--- src/rtl/polyphase_mac_sequencer_pkg.sv ---
`default_nettype none
// ============================================================================
// polyphase_mac_sequencer_pkg : state encoding and default filter geometry
// Rev 1.0
// ============================================================================
package polyphase_mac_sequencer_pkg;

    localparam int DEF_TAPS     = 199;
    localparam int DEF_L        = 8;
    localparam int DEF_PIPE_LAT = 3;

    typedef enum logic [2:0] {
        S_IDLE  = 3'd0,
        S_WRITE = 3'd1,
        S_CLEAR = 3'd2,
        S_MAC   = 3'd3,
        S_DRAIN = 3'd4,
        S_EMIT  = 3'd5
    } state_e;

    function automatic int phase_taps(input int taps, input int l);
        return (taps + l - 1) / l;
    endfunction

endpackage
`default_nettype wire

--- src/rtl/polyphase_mac_sequencer_if.sv ---
`default_nettype none
// ============================================================================
// polyphase_mac_sequencer_if : strobe in, buffer/ROM/MAC controls out
// Rev 1.0
// ============================================================================
interface polyphase_mac_sequencer_if #(
    parameter int ADDR_W = 8,
    parameter int BUF_W  = 5
);
    logic              Data_RDY;
    logic              sample_we;
    logic [BUF_W-1:0]  wr_ptr;
    logic [BUF_W-1:0]  buf_addr;
    logic [ADDR_W-1:0] coef_addr;
    logic              mac_en;
    logic              acc_clr;
    logic              sample_rdy;
    logic [2:0]        phase;
    logic              busy;
    logic              overrun;

    modport master (
        input  Data_RDY,
        output sample_we, wr_ptr, buf_addr, coef_addr, mac_en,
               acc_clr, sample_rdy, phase, busy, overrun
    );

    modport slave (
        output Data_RDY,
        input  sample_we, wr_ptr, buf_addr, coef_addr, mac_en,
               acc_clr, sample_rdy, phase, busy, overrun
    );
endinterface
`default_nettype wire

--- src/rtl/polyphase_mac_sequencer_mod_counter.sv ---
`default_nettype none
// ============================================================================
// mod_counter : loadable up/down counter wrapping between 0 and MOD-1
// Rev 1.0
// ============================================================================
module mod_counter #(
    parameter int MOD = 25,
    parameter int W   = 5
) (
    input  wire logic         CLOCK,
    input  wire logic         RESET,
    input  wire logic         ld_i,
    input  wire logic [W-1:0] ld_val_i,
    input  wire logic         en_i,
    input  wire logic         up_i,
    output logic      [W-1:0] cnt_o
);
    logic [W-1:0] cnt_q;
    logic [W-1:0] cnt_d;

    always_comb begin
        cnt_d = cnt_q;
        if (ld_i) begin
            cnt_d = ld_val_i;
        end else if (en_i) begin
            if (up_i) begin
                cnt_d = (cnt_q == W'(MOD - 1)) ? '0 : cnt_q + 1'b1;
            end else begin
                cnt_d = (cnt_q == '0) ? W'(MOD - 1) : cnt_q - 1'b1;
            end
        end
    end

    always_ff @(posedge CLOCK) begin
        if (RESET) cnt_q <= '0;
        else       cnt_q <= cnt_d;
    end

    assign cnt_o = cnt_q;
endmodule
`default_nettype wire

--- src/rtl/polyphase_mac_sequencer.sv ---
`default_nettype none
// ============================================================================
// polyphase_mac_sequencer : drives shared MAC through L phases per input sample
// Optional feature macro: OVERRUN_DETECT_EN (sticky dropped-strobe flag)
// Rev 1.0
// ============================================================================
module polyphase_mac_sequencer
    import polyphase_mac_sequencer_pkg::*;
#(
    parameter int TAPS       = DEF_TAPS,
    parameter int L          = DEF_L,
    parameter int PHASE_TAPS = phase_taps(DEF_TAPS, DEF_L),
    parameter int ADDR_W     = 8,
    parameter int BUF_W      = 5,
    parameter int PIPE_LAT   = DEF_PIPE_LAT
) (
    input  wire logic                  CLOCK,
    input  wire logic                  RESET,
    polyphase_mac_sequencer_if.master  bus
);
    localparam int CNT_W = $clog2((PHASE_TAPS > PIPE_LAT) ? PHASE_TAPS : PIPE_LAT);

    state_e              state_q, state_d;
    logic [CNT_W-1:0]    cnt_q, cnt_d;
    logic [2:0]          phase_q, phase_d;
    logic [BUF_W-1:0]    newest_q, newest_d;
    logic [ADDR_W-1:0]   coef_q, coef_d;
    logic                pending_q, pending_d;
    logic                sample_we_q, sample_we_d;
    logic                acc_clr_q, acc_clr_d;
    logic                mac_en_q, mac_en_d;
    logic                sample_rdy_q, sample_rdy_d;
    logic                busy_q, busy_d;
    logic [BUF_W-1:0]    wr_ptr_w;
    logic [BUF_W-1:0]    buf_addr_w;

    mod_counter #(.MOD(PHASE_TAPS), .W(BUF_W)) u_wr_ptr (
        .CLOCK(CLOCK), .RESET(RESET), .ld_i(1'b0), .ld_val_i('0),
        .en_i(state_q == S_WRITE), .up_i(1'b1), .cnt_o(wr_ptr_w)
    );

    // Walks backwards from the newest sample, one slot per tap.
    mod_counter #(.MOD(PHASE_TAPS), .W(BUF_W)) u_buf_addr (
        .CLOCK(CLOCK), .RESET(RESET), .ld_i(state_q == S_CLEAR), .ld_val_i(newest_q),
        .en_i(state_q == S_MAC), .up_i(1'b0), .cnt_o(buf_addr_w)
    );

    always_comb begin
        state_d   = state_q;
        cnt_d     = cnt_q;
        phase_d   = phase_q;
        newest_d  = newest_q;
        coef_d    = coef_q;
        pending_d = pending_q;
        if (bus.Data_RDY && (state_q != S_IDLE)) pending_d = 1'b1;
        case (state_q)
            S_IDLE:  if (bus.Data_RDY) state_d = S_WRITE;
            S_WRITE: begin
                newest_d = wr_ptr_w;
                state_d  = S_CLEAR;
            end
            S_CLEAR: begin
                cnt_d   = '0;
                coef_d  = ADDR_W'(phase_q);
                state_d = S_MAC;
            end
            S_MAC: begin
                coef_d = coef_q + ADDR_W'(L);
                if (cnt_q == CNT_W'(PHASE_TAPS - 1)) begin
                    cnt_d   = '0;
                    state_d = S_DRAIN;
                end else begin
                    cnt_d = cnt_q + 1'b1;
                end
            end
            S_DRAIN: begin
                if (cnt_q == CNT_W'(PIPE_LAT - 1)) begin
                    cnt_d   = '0;
                    state_d = S_EMIT;
                end else begin
                    cnt_d = cnt_q + 1'b1;
                end
            end
            S_EMIT: begin
                if (phase_q != 3'(L - 1)) begin
                    phase_d = phase_q + 1'b1;
                    state_d = S_CLEAR;
                end else if (pending_q || bus.Data_RDY) begin
                    // A strobe landing on the final EMIT is taken directly.
                    pending_d = 1'b0;
                    state_d   = S_WRITE;
                end else begin
                    state_d = S_IDLE;
                end
            end
            default: state_d = S_IDLE;
        endcase
        if (state_d == S_WRITE) phase_d = '0;

        sample_we_d  = (state_d == S_WRITE);
        acc_clr_d    = (state_d == S_CLEAR);
        sample_rdy_d = (state_d == S_EMIT);
        busy_d       = (state_d != S_IDLE);
        mac_en_d     = (state_d == S_MAC) && (coef_d < ADDR_W'(TAPS));
    end

    always_ff @(posedge CLOCK) begin
        if (RESET) begin
            state_q      <= S_IDLE;
            cnt_q        <= '0;
            phase_q      <= '0;
            newest_q     <= '0;
            coef_q       <= '0;
            pending_q    <= 1'b0;
            sample_we_q  <= 1'b0;
            acc_clr_q    <= 1'b0;
            mac_en_q     <= 1'b0;
            sample_rdy_q <= 1'b0;
            busy_q       <= 1'b0;
        end else begin
            state_q      <= state_d;
            cnt_q        <= cnt_d;
            phase_q      <= phase_d;
            newest_q     <= newest_d;
            coef_q       <= coef_d;
            pending_q    <= pending_d;
            sample_we_q  <= sample_we_d;
            acc_clr_q    <= acc_clr_d;
            mac_en_q     <= mac_en_d;
            sample_rdy_q <= sample_rdy_d;
            busy_q       <= busy_d;
        end
    end

`ifdef OVERRUN_DETECT_EN
    logic overrun_q;
    logic overrun_d;

    always_comb begin
        overrun_d = overrun_q | (bus.Data_RDY && (state_q != S_IDLE) && pending_q);
    end

    always_ff @(posedge CLOCK) begin
        if (RESET) overrun_q <= 1'b0;
        else       overrun_q <= overrun_d;
    end

    assign bus.overrun = overrun_q;
`else
    assign bus.overrun = 1'b0;
`endif

    assign bus.sample_we  = sample_we_q;
    assign bus.wr_ptr     = wr_ptr_w;
    assign bus.buf_addr   = buf_addr_w;
    assign bus.coef_addr  = coef_q;
    assign bus.mac_en     = mac_en_q;
    assign bus.acc_clr    = acc_clr_q;
    assign bus.sample_rdy = sample_rdy_q;
    assign bus.phase      = phase_q;
    assign bus.busy       = busy_q;
endmodule
`default_nettype wire

--- src/flat_wrapper.sv ---
// flat-port wrapper written by rule: the top's interface ports become plain ports
module polyphase_mac_sequencer_flat import polyphase_mac_sequencer_pkg::*;
#(
    parameter int TAPS       = DEF_TAPS,
    parameter int L          = DEF_L,
    parameter int PHASE_TAPS = phase_taps(DEF_TAPS, DEF_L),
    parameter int ADDR_W     = 8,
    parameter int BUF_W      = 5,
    parameter int PIPE_LAT   = DEF_PIPE_LAT
)
  (CLOCK, RESET, bus_Data_RDY, bus_sample_we, bus_wr_ptr, bus_buf_addr, bus_coef_addr, bus_mac_en, bus_acc_clr, bus_sample_rdy, bus_phase, bus_busy, bus_overrun);
  polyphase_mac_sequencer_if #(.ADDR_W(ADDR_W), .BUF_W(BUF_W)) bus_i ();
  input  wire logic CLOCK;
  input  wire logic RESET;
  input wire logic [$bits(bus_i.Data_RDY)-1:0] bus_Data_RDY;
  output wire logic [$bits(bus_i.sample_we)-1:0] bus_sample_we;
  output wire logic [$bits(bus_i.wr_ptr)-1:0] bus_wr_ptr;
  output wire logic [$bits(bus_i.buf_addr)-1:0] bus_buf_addr;
  output wire logic [$bits(bus_i.coef_addr)-1:0] bus_coef_addr;
  output wire logic [$bits(bus_i.mac_en)-1:0] bus_mac_en;
  output wire logic [$bits(bus_i.acc_clr)-1:0] bus_acc_clr;
  output wire logic [$bits(bus_i.sample_rdy)-1:0] bus_sample_rdy;
  output wire logic [$bits(bus_i.phase)-1:0] bus_phase;
  output wire logic [$bits(bus_i.busy)-1:0] bus_busy;
  output wire logic [$bits(bus_i.overrun)-1:0] bus_overrun;
  assign bus_i.Data_RDY = bus_Data_RDY;
  assign bus_sample_we = bus_i.sample_we;
  assign bus_wr_ptr = bus_i.wr_ptr;
  assign bus_buf_addr = bus_i.buf_addr;
  assign bus_coef_addr = bus_i.coef_addr;
  assign bus_mac_en = bus_i.mac_en;
  assign bus_acc_clr = bus_i.acc_clr;
  assign bus_sample_rdy = bus_i.sample_rdy;
  assign bus_phase = bus_i.phase;
  assign bus_busy = bus_i.busy;
  assign bus_overrun = bus_i.overrun;
  polyphase_mac_sequencer #(.TAPS(TAPS), .L(L), .PHASE_TAPS(PHASE_TAPS), .ADDR_W(ADDR_W), .BUF_W(BUF_W), .PIPE_LAT(PIPE_LAT)) u_core (.CLOCK(CLOCK), .RESET(RESET), .bus(bus_i));
endmodule
--- config.mk ---
export PLATFORM = sky130hd
export DESIGN_NAME = polyphase_mac_sequencer_flat
export DESIGN_NICKNAME = d
export VERILOG_FILES = /design/src/rtl/polyphase_mac_sequencer_pkg.sv /design/src/rtl/polyphase_mac_sequencer_if.sv /design/src/rtl/polyphase_mac_sequencer_mod_counter.sv /design/src/rtl/polyphase_mac_sequencer.sv /design/src/flat_wrapper.sv
export SDC_FILE = /design/constraint.sdc
export NUM_CORES = 1
export LEC_CHECK = 0
export ABC_CLOCK_PERIOD_IN_PS = 2120
export CAP_MARGIN = 20
export CORE_MARGIN = 2
export CORE_UTILIZATION = 40
export CTS_CLUSTER_SIZE = 28
export DETAILED_ROUTE_END_ITERATION = 6
export DONT_BUFFER_PORTS = 1
export PLACE_DENSITY_LB_ADDON = 0.08
export SETUP_SLACK_MARGIN = 0.05
export SLEW_MARGIN = 20
export SYNTH_ARGS = -nofsm -noshare
export SYNTH_HDL_FRONTEND = slang
export SYNTH_SLANG_ARGS = --single-unit
--- constraint.sdc ---
create_clock -name CLOCK -period 2.12 [get_ports CLOCK]
set_input_delay 0 -clock CLOCK [delete_from_list [all_inputs] [get_ports CLOCK]]
set_output_delay 0 -clock CLOCK [all_outputs]
set_load 0.01 [all_outputs]
==> results.yml, run 1 <==
logic_synthesis:
  yosys.area_share.adder_pct: 5.766
  synthArstFlopShare_pct: 0
  seq_area_frac_synth_pct: 41.00
  yosysWarningCount: 0
  synth_edf_count: 0
  synth_compound_area_share_pct: 22.10
  synth_ff_type: "dfxtp_1"
  synth.distinct_cells: 52
  syn_area_per_cell_sq_um: 8.383
  synthXorXnorAreaFrac_pct: 2.242
  syn-num-nets: 245
  synthCells: 233
  synth_top_family_by_area: "compound AO/OA/AOI/OAI gates"
  synth_area_sq_um: 1953
  synthSimpleGateAreaFrac_pct: 21.65
  synth_mux_area_share_pct: 1.602
  ys_ff_latch: 40
clock_network:
  clock_latency_ns: 0.29
  clkTransAtPathRegs_ns: 0.09
  clock_path_buffers: 2
  cts-root-buf: "clkbuf_8"
  clkSinkCount: 40
  cts_tree: "yes"
  cts_max_level: 2
  cts_setup_buffers: 0
  cts_buffers: 5
cells_and_area:
  fin_nets: 250
  stdcell_area_sq_um: 2193
  syn_to_final_growth_pct: 12.30
  drive_gt1_share_pct: 10.04
  final_core_util_pct: 46.44
  fill_cells: 457
  antenna_cells: 0
timing:
  fmax_mhz: 525.4
  finalSetupTns_ns: 0
  post-route-min-period_ns: 1.903
  hold_violations: 0
  setup_violations: 0
  fin_crit_sh_pct: 89.78
  grt_setup_unrepaired: "false"
  final.setup_skew_ns: 0.008859
  slew_violations: 0
setup_path:
  cp.arrival_ns: 2.09
  timing.setup.critical_path_class: "reg2reg"
  crit_path_max_fanout: 5
  end_kind: "register"
  cp-start-kind: "register"
  worstPathRequired_ns: 2.31
power_and_ir_drop:
  intPower_uw: 1220
  clkPwrFrac_pct: 38.1
  leakagePower_uw: 0.0007995
  power_per_cell_area_nw_per_um2: 766.6
  seqPwrFrac_pct: 49.0
  ir_drop_mv: 0.3625
  p_switching_uw: 461.6
  pwr-share-comb_pct: 13.0
  switching_share_pct: 27.45
hold_path:
  min-delay-path-class: "in2reg"
global_route:
  grtUsageTotal_pct: 16.86
  grt_pass1_wl_um: 7058
  antenna_found_initial: 0
  grt_pass1_vias: 1471
  grt_max_degree: 35
  overflow: 0
routing:
  drtAntennaViolNets: 0
  num_vias: 1621
  drtPass1Iterations: 4
  drc: 0
  vias_per_cell: 5.297
  wl_um: 4241
  drtIter0Drc: 77
  avgRoutedWirePerCell_um: 13.86
placement:
  place_hpwl_um: 2970
  gp_congestion: 0.7939
  dpl_cell_area_sq_um: 2028
  port_buffers: 0
die:
  dieArea_sq_um: 5458
  start_util_pct: 41.35
  num_rows: 25
  die_h_um: 73.88
  coreArea_sq_um: 4723
  dieWidth_um: 73.88
  ios: 30
run_status:
  status: "finished, final reports clean"
flow_run:
  maxCapViolations: 0
[through the flow]
stage | hold slack [ns] | worst slack (ns) | cells | total power (uW)
2_1_floorplan | 0.1869 | 0.4014 | 233 | 1003
3_3_place_gp | 0.07304 | 0.3141 | 294 | 1037
3_5_place_dp | 0.07487 | 0.2185 | 294 | 1040
4_1_cts | 0.2184 | 0.1881 | 306 | 1700
5_1_grt | 0.2613 | 0.08423 | 306 | 1772
6_report | 0.2204 | 0.2168 | 306 | 1681
[routing by layer]
layer	share of wire (%)	GRT usage [%]	up-vias
li1	-	-	827
met1	48	21.27	749
met2	45	25.99	43
met3	6.2	7.407	2
met4	0.68	4.848	0
met5	0	0	-
[logic make-up (layout without fill, tap and decap cells)]
group,count (synthesis),count (layout)
flops,40,40
xor+xnor,5,5
simple gates,84,84
mux,3,3
fa+ha+maj,9,9
other cells,1,1
buf+inv,25,31
compound gates,66,66
[flip-flops by register name, indices dropped and copies added (netlist names)]
name and cells:
u_core.bus.coef_addr 8, u_core.cnt_q 5, u_core.newest_q 5, u_core.u_buf_addr.cnt_o 5, u_core.u_wr_ptr.cnt_o 5, u_core.bus.phase 3, u_core.state_q 3, u_core.bus.acc_clr 1
u_core.bus.busy 1, u_core.bus.mac_en 1, u_core.bus.sample_rdy 1, u_core.bus.sample_we 1, u_core.pending_q 1
[final cells by class]
| cell class | count | area (sq um) | area share (%) |
|---|---|---|---|
| tap | 67 | 83.83 | 3.822 |
| timing repair buffer | 11 | 102.6 | 4.678 |
| sequential | 40 | 800.8 | 36.51 |
| inverter | 12 | 45.04 | 2.054 |
| clock inverter | 3 | 46.29 | 2.111 |
| clock buffer | 5 | 68.82 | 3.137 |
| multi-input combinational | 168 | 1046 | 47.69 |
[cell usage in the layout, fill, tap and decap left out, types with 3 or more instances in the layout]
cell type      count
nand2_1           21
nor3_1             5
o21ai_0           14
a31oi_1            3
xor2_1             3
nor3b_1            3
dfxtp_1           40
inv_1             12
nor2_1            28
clkbuf_8           5
a211oi_1           4
a21oi_1           22
ha_1               9
nand2b_1           4
buf_4              7
a311oi_1           4
nand3_1            8
dlygate4sd3_1      3
[critical path, stage by stage, from the launching register on]
cell	delay [ns]
dfxtp_1	0.47
ha_1	0.21
ha_1	0.21
nand2_1	0.11
or3_1	0.36
o311a_1	0.20
o21bai_2	0.18
nor2_1	0.07
[final timing paths]
kind	startpoint	end	slack, ns	cells past startpoint
hold reg to reg	u_core.newest_q[0]	u_core.newest_q[0]	0.50	2
setup reg to reg	u_core.bus.phase[1]	u_core.bus.phase[0]	0.22	7
hold / removal	bus_Data_RDY	u_core.state_q[0]	0.22	3
setup / recovery	u_core.bus.phase[1]	u_core.bus.phase[0]	0.22	7
[synthesized netlist by cell type, drive strengths merged (2+ instances only)]
master	n	area, sq um
nand3	8	40.04
a21boi	2	15.02
o22ai	3	32.53
nor3	5	25.02
a211oi	4	30.03
buf	4	27.52
o21bai	2	18.77
o21ai	15	75.07
dfxtp	40	800.8
xor2	3	26.28
nor3b	4	35.03
nor2	29	116.4
a21oi	22	110.1
clkbuf	9	33.78
ha	9	112.6
or3	2	12.51
a41oi	2	17.52
xnor2	2	17.52
nand2	22	90.09
a311oi	4	35.03
nand2b	4	25.02
a31oi	3	18.77
inv	12	45.04
mux2i	2	20.02
nand4	2	12.51
[power by group through the flow]
stage | combinational [uW] | sequential, uW | clock (uW)
final | 218 | 823 | 640
after CTS | 217 | 824 | 658
after floorplan | 168 | 835 | 0
after global routing | 246 | 830 | 696
after global placement | 196 | 840 | 0
after detailed placement | 199 | 841 | 0
[repair_timing]
item / 4_1_cts / 5_1_grt
gates resized for setup: 0 / 0
hold endpoints to repair: 39 / 0
hold buffers: 4 / 0
(Power assumes the default switching activity.)
==> inputs of run 2 (changes only) <==
Settings changed: ABC_CLOCK_PERIOD_IN_PS 2120 to 2300.
Clock period 2.12 ns to 2.3 ns, I/O delays scaled along.
==> results.yml, run 2 (synthesized netlist as in run 1, its figures left out) <==
run_status:
  status: "finished, final reports clean"
setup_path:
  cp-start-kind: "register"
  cp.arrival_ns: 2.09
  timing.setup.critical_path_class: "reg2reg"
  crit_path_cell_trace: "ha_1 > ha_1 > nand2_1 > or3_1 > o311a_1 > o21bai_2 > nor2_1"
  critPathSlowestCell: "dfxtp_1"
  end_kind: "register"
  crit_path_max_fanout: 5
  max_stage_delay_ns: 0.49
  crit_top_cell: "ha_1"
  critical-path-top-delay-family: "simple AND/OR/NAND/NOR gates"
  crit_buf_inv: 0
  worstPathRequired_ns: 2.48
timing:
  final.setup_skew_ns: 0.005298
  setup_violations: 0
  worstMarginPinSlew_ns: 0.5286
  hold_violations: 0
  fin_crit_sh_pct: 82.66
  setup_ws_ns: 0.3989
  finalSetupTns_ns: 0
  slew_violations: 0
  post-route-min-period_ns: 1.901
  fmax_mhz: 526.0
  max-slew-margin-rel_pct: 64.71
  grt_setup_unrepaired: "false"
die:
  coreArea_sq_um: 4723
  die_h_um: 73.88
  dieArea_sq_um: 5458
  num_rows: 25
  start_util_pct: 41.35
  ios: 30
  dieWidth_um: 73.88
global_route:
  overflow: 0
  grt_pass1_wl_um: 7203
  antenna_found_initial: 0
  grtUsageTotal_pct: 17.23
  grt_pass1_vias: 1532
  grt_max_degree: 35
power_and_ir_drop:
  switching_share_pct: 25.32
  power_uw: 1581
  ir_drop_mv: 0.3309
  power_per_cell_area_nw_per_um2: 724.3
  pwr-share-comb_pct: 12.7
  leakagePower_uw: 0.0007936
  clkPwrFrac_pct: 39.2
  seqPwrFrac_pct: 48.1
  p_switching_uw: 400.1
  intPower_uw: 1180
clock_network:
  cts_max_level: 2
  clkSinkCount: 40
  clock_latency_ns: 0.29
  cts_tree: "yes"
  post_cts_resized: 0
  cts_buffers: 5
  cts-root-buf: "clkbuf_8"
  clkTransAtPathRegs_ns: 0.08
  cts.hold.buffers_added: 4
  clock_path_buffers: 2
  cts_setup_buffers: 0
routing:
  vias_per_cell: 5.366
  drtPass1Iterations: 4
  wl_um: 4286
  drc: 0
  avgRoutedWirePerCell_um: 14.15
  drtAntennaViolNets: 0
  num_vias: 1626
  drtIter0Drc: 60
cells_and_area:
  final_common_cell: "dfxtp_1"
  stdcell_count: 303
  antenna_cells: 0
  largest_reg_flops: 8
  layout_common_cells: "40 x dfxtp_1, 28 x nor2_1, 22 x a21oi_1, 21 x nand2_1, 14 x o21ai_0"
  syn_to_final_growth_pct: 11.72
  stdcell_area_sq_um: 2182
  fin_nets: 247
  drive_gt1_share_pct: 8.898
  fill_cells: 460
flow_run:
  maxCapViolations: 0
placement:
  dp.cells: 291
  gp_congestion: 0.7790
  place_hpwl_um: 2973
  dpl_cell_area_sq_um: 2006
  pre_cts_ws_ns: 0.3969
  port_buffers: 0
hold_path:
  min-delay-path-class: "in2reg"
## run 2: final timing paths
kind                             from  cells after the start                  end  slack [ns]
hold reg to reg    u_core.newest_q[1]                      2   u_core.newest_q[1]        0.50
hold / removal           bus_Data_RDY                      3    u_core.state_q[0]        0.23
setup / recovery  u_core.bus.phase[1]                      7  u_core.bus.phase[1]        0.40
setup reg to reg  u_core.bus.phase[1]                      7  u_core.bus.phase[1]        0.40
## run 2: worst reg2reg max path, cell delays in order (launching register included)
cell      delay, ns
dfxtp_1        0.49
ha_1           0.21
ha_1           0.21
nand2_1        0.09
or3_1          0.37
o311a_1        0.19
o21bai_2       0.17
nor2_1         0.07
## run 2: metrics by stage
stage / hold slack, ns / util (%)
2_1_floorplan: 0.1869 / -
4_1_cts: 0.2181 / 46.20
3_5_place_dp: 0.07427 / 42.46
5_1_grt: 0.2651 / 46.20
3_3_place_gp: 0.07293 / 42.46
6_report: 0.2333 / 46.20
## run 2: area by class of cell
class	instances	area, sq um	share of cell area, %
Inverter	12	45.04	2.064
Timing Repair Buffer	8	80.08	3.670
Clock buffer	7	96.34	4.415
Sequential cell	40	800.8	36.70
Multi-Input combinational cell	168	1046	47.94
Tap cell	67	83.83	3.842
Clock inverter	1	30.03	1.376
## run 2: metal layers
layer	up-vias	global-route usage [%]	part of all wire (%)
met2	33	25.79	44
met4	0	6.263	1.5
met5	-	0	0
met1	757	22.64	49
met3	6	6.310	5.3
li1	830	-	-
## run 2: power by group through the flow
stage | Clock (uW) | Combinational (uW) | Sequential [uW]
4_1_cts | 637 | 201 | 760
2_1_floorplan | 0 | 155 | 769
6_report | 620 | 200 | 760
5_1_grt | 669 | 226 | 765
3_3_place_gp | 0 | 181 | 776
3_5_place_dp | 0 | 184 | 776
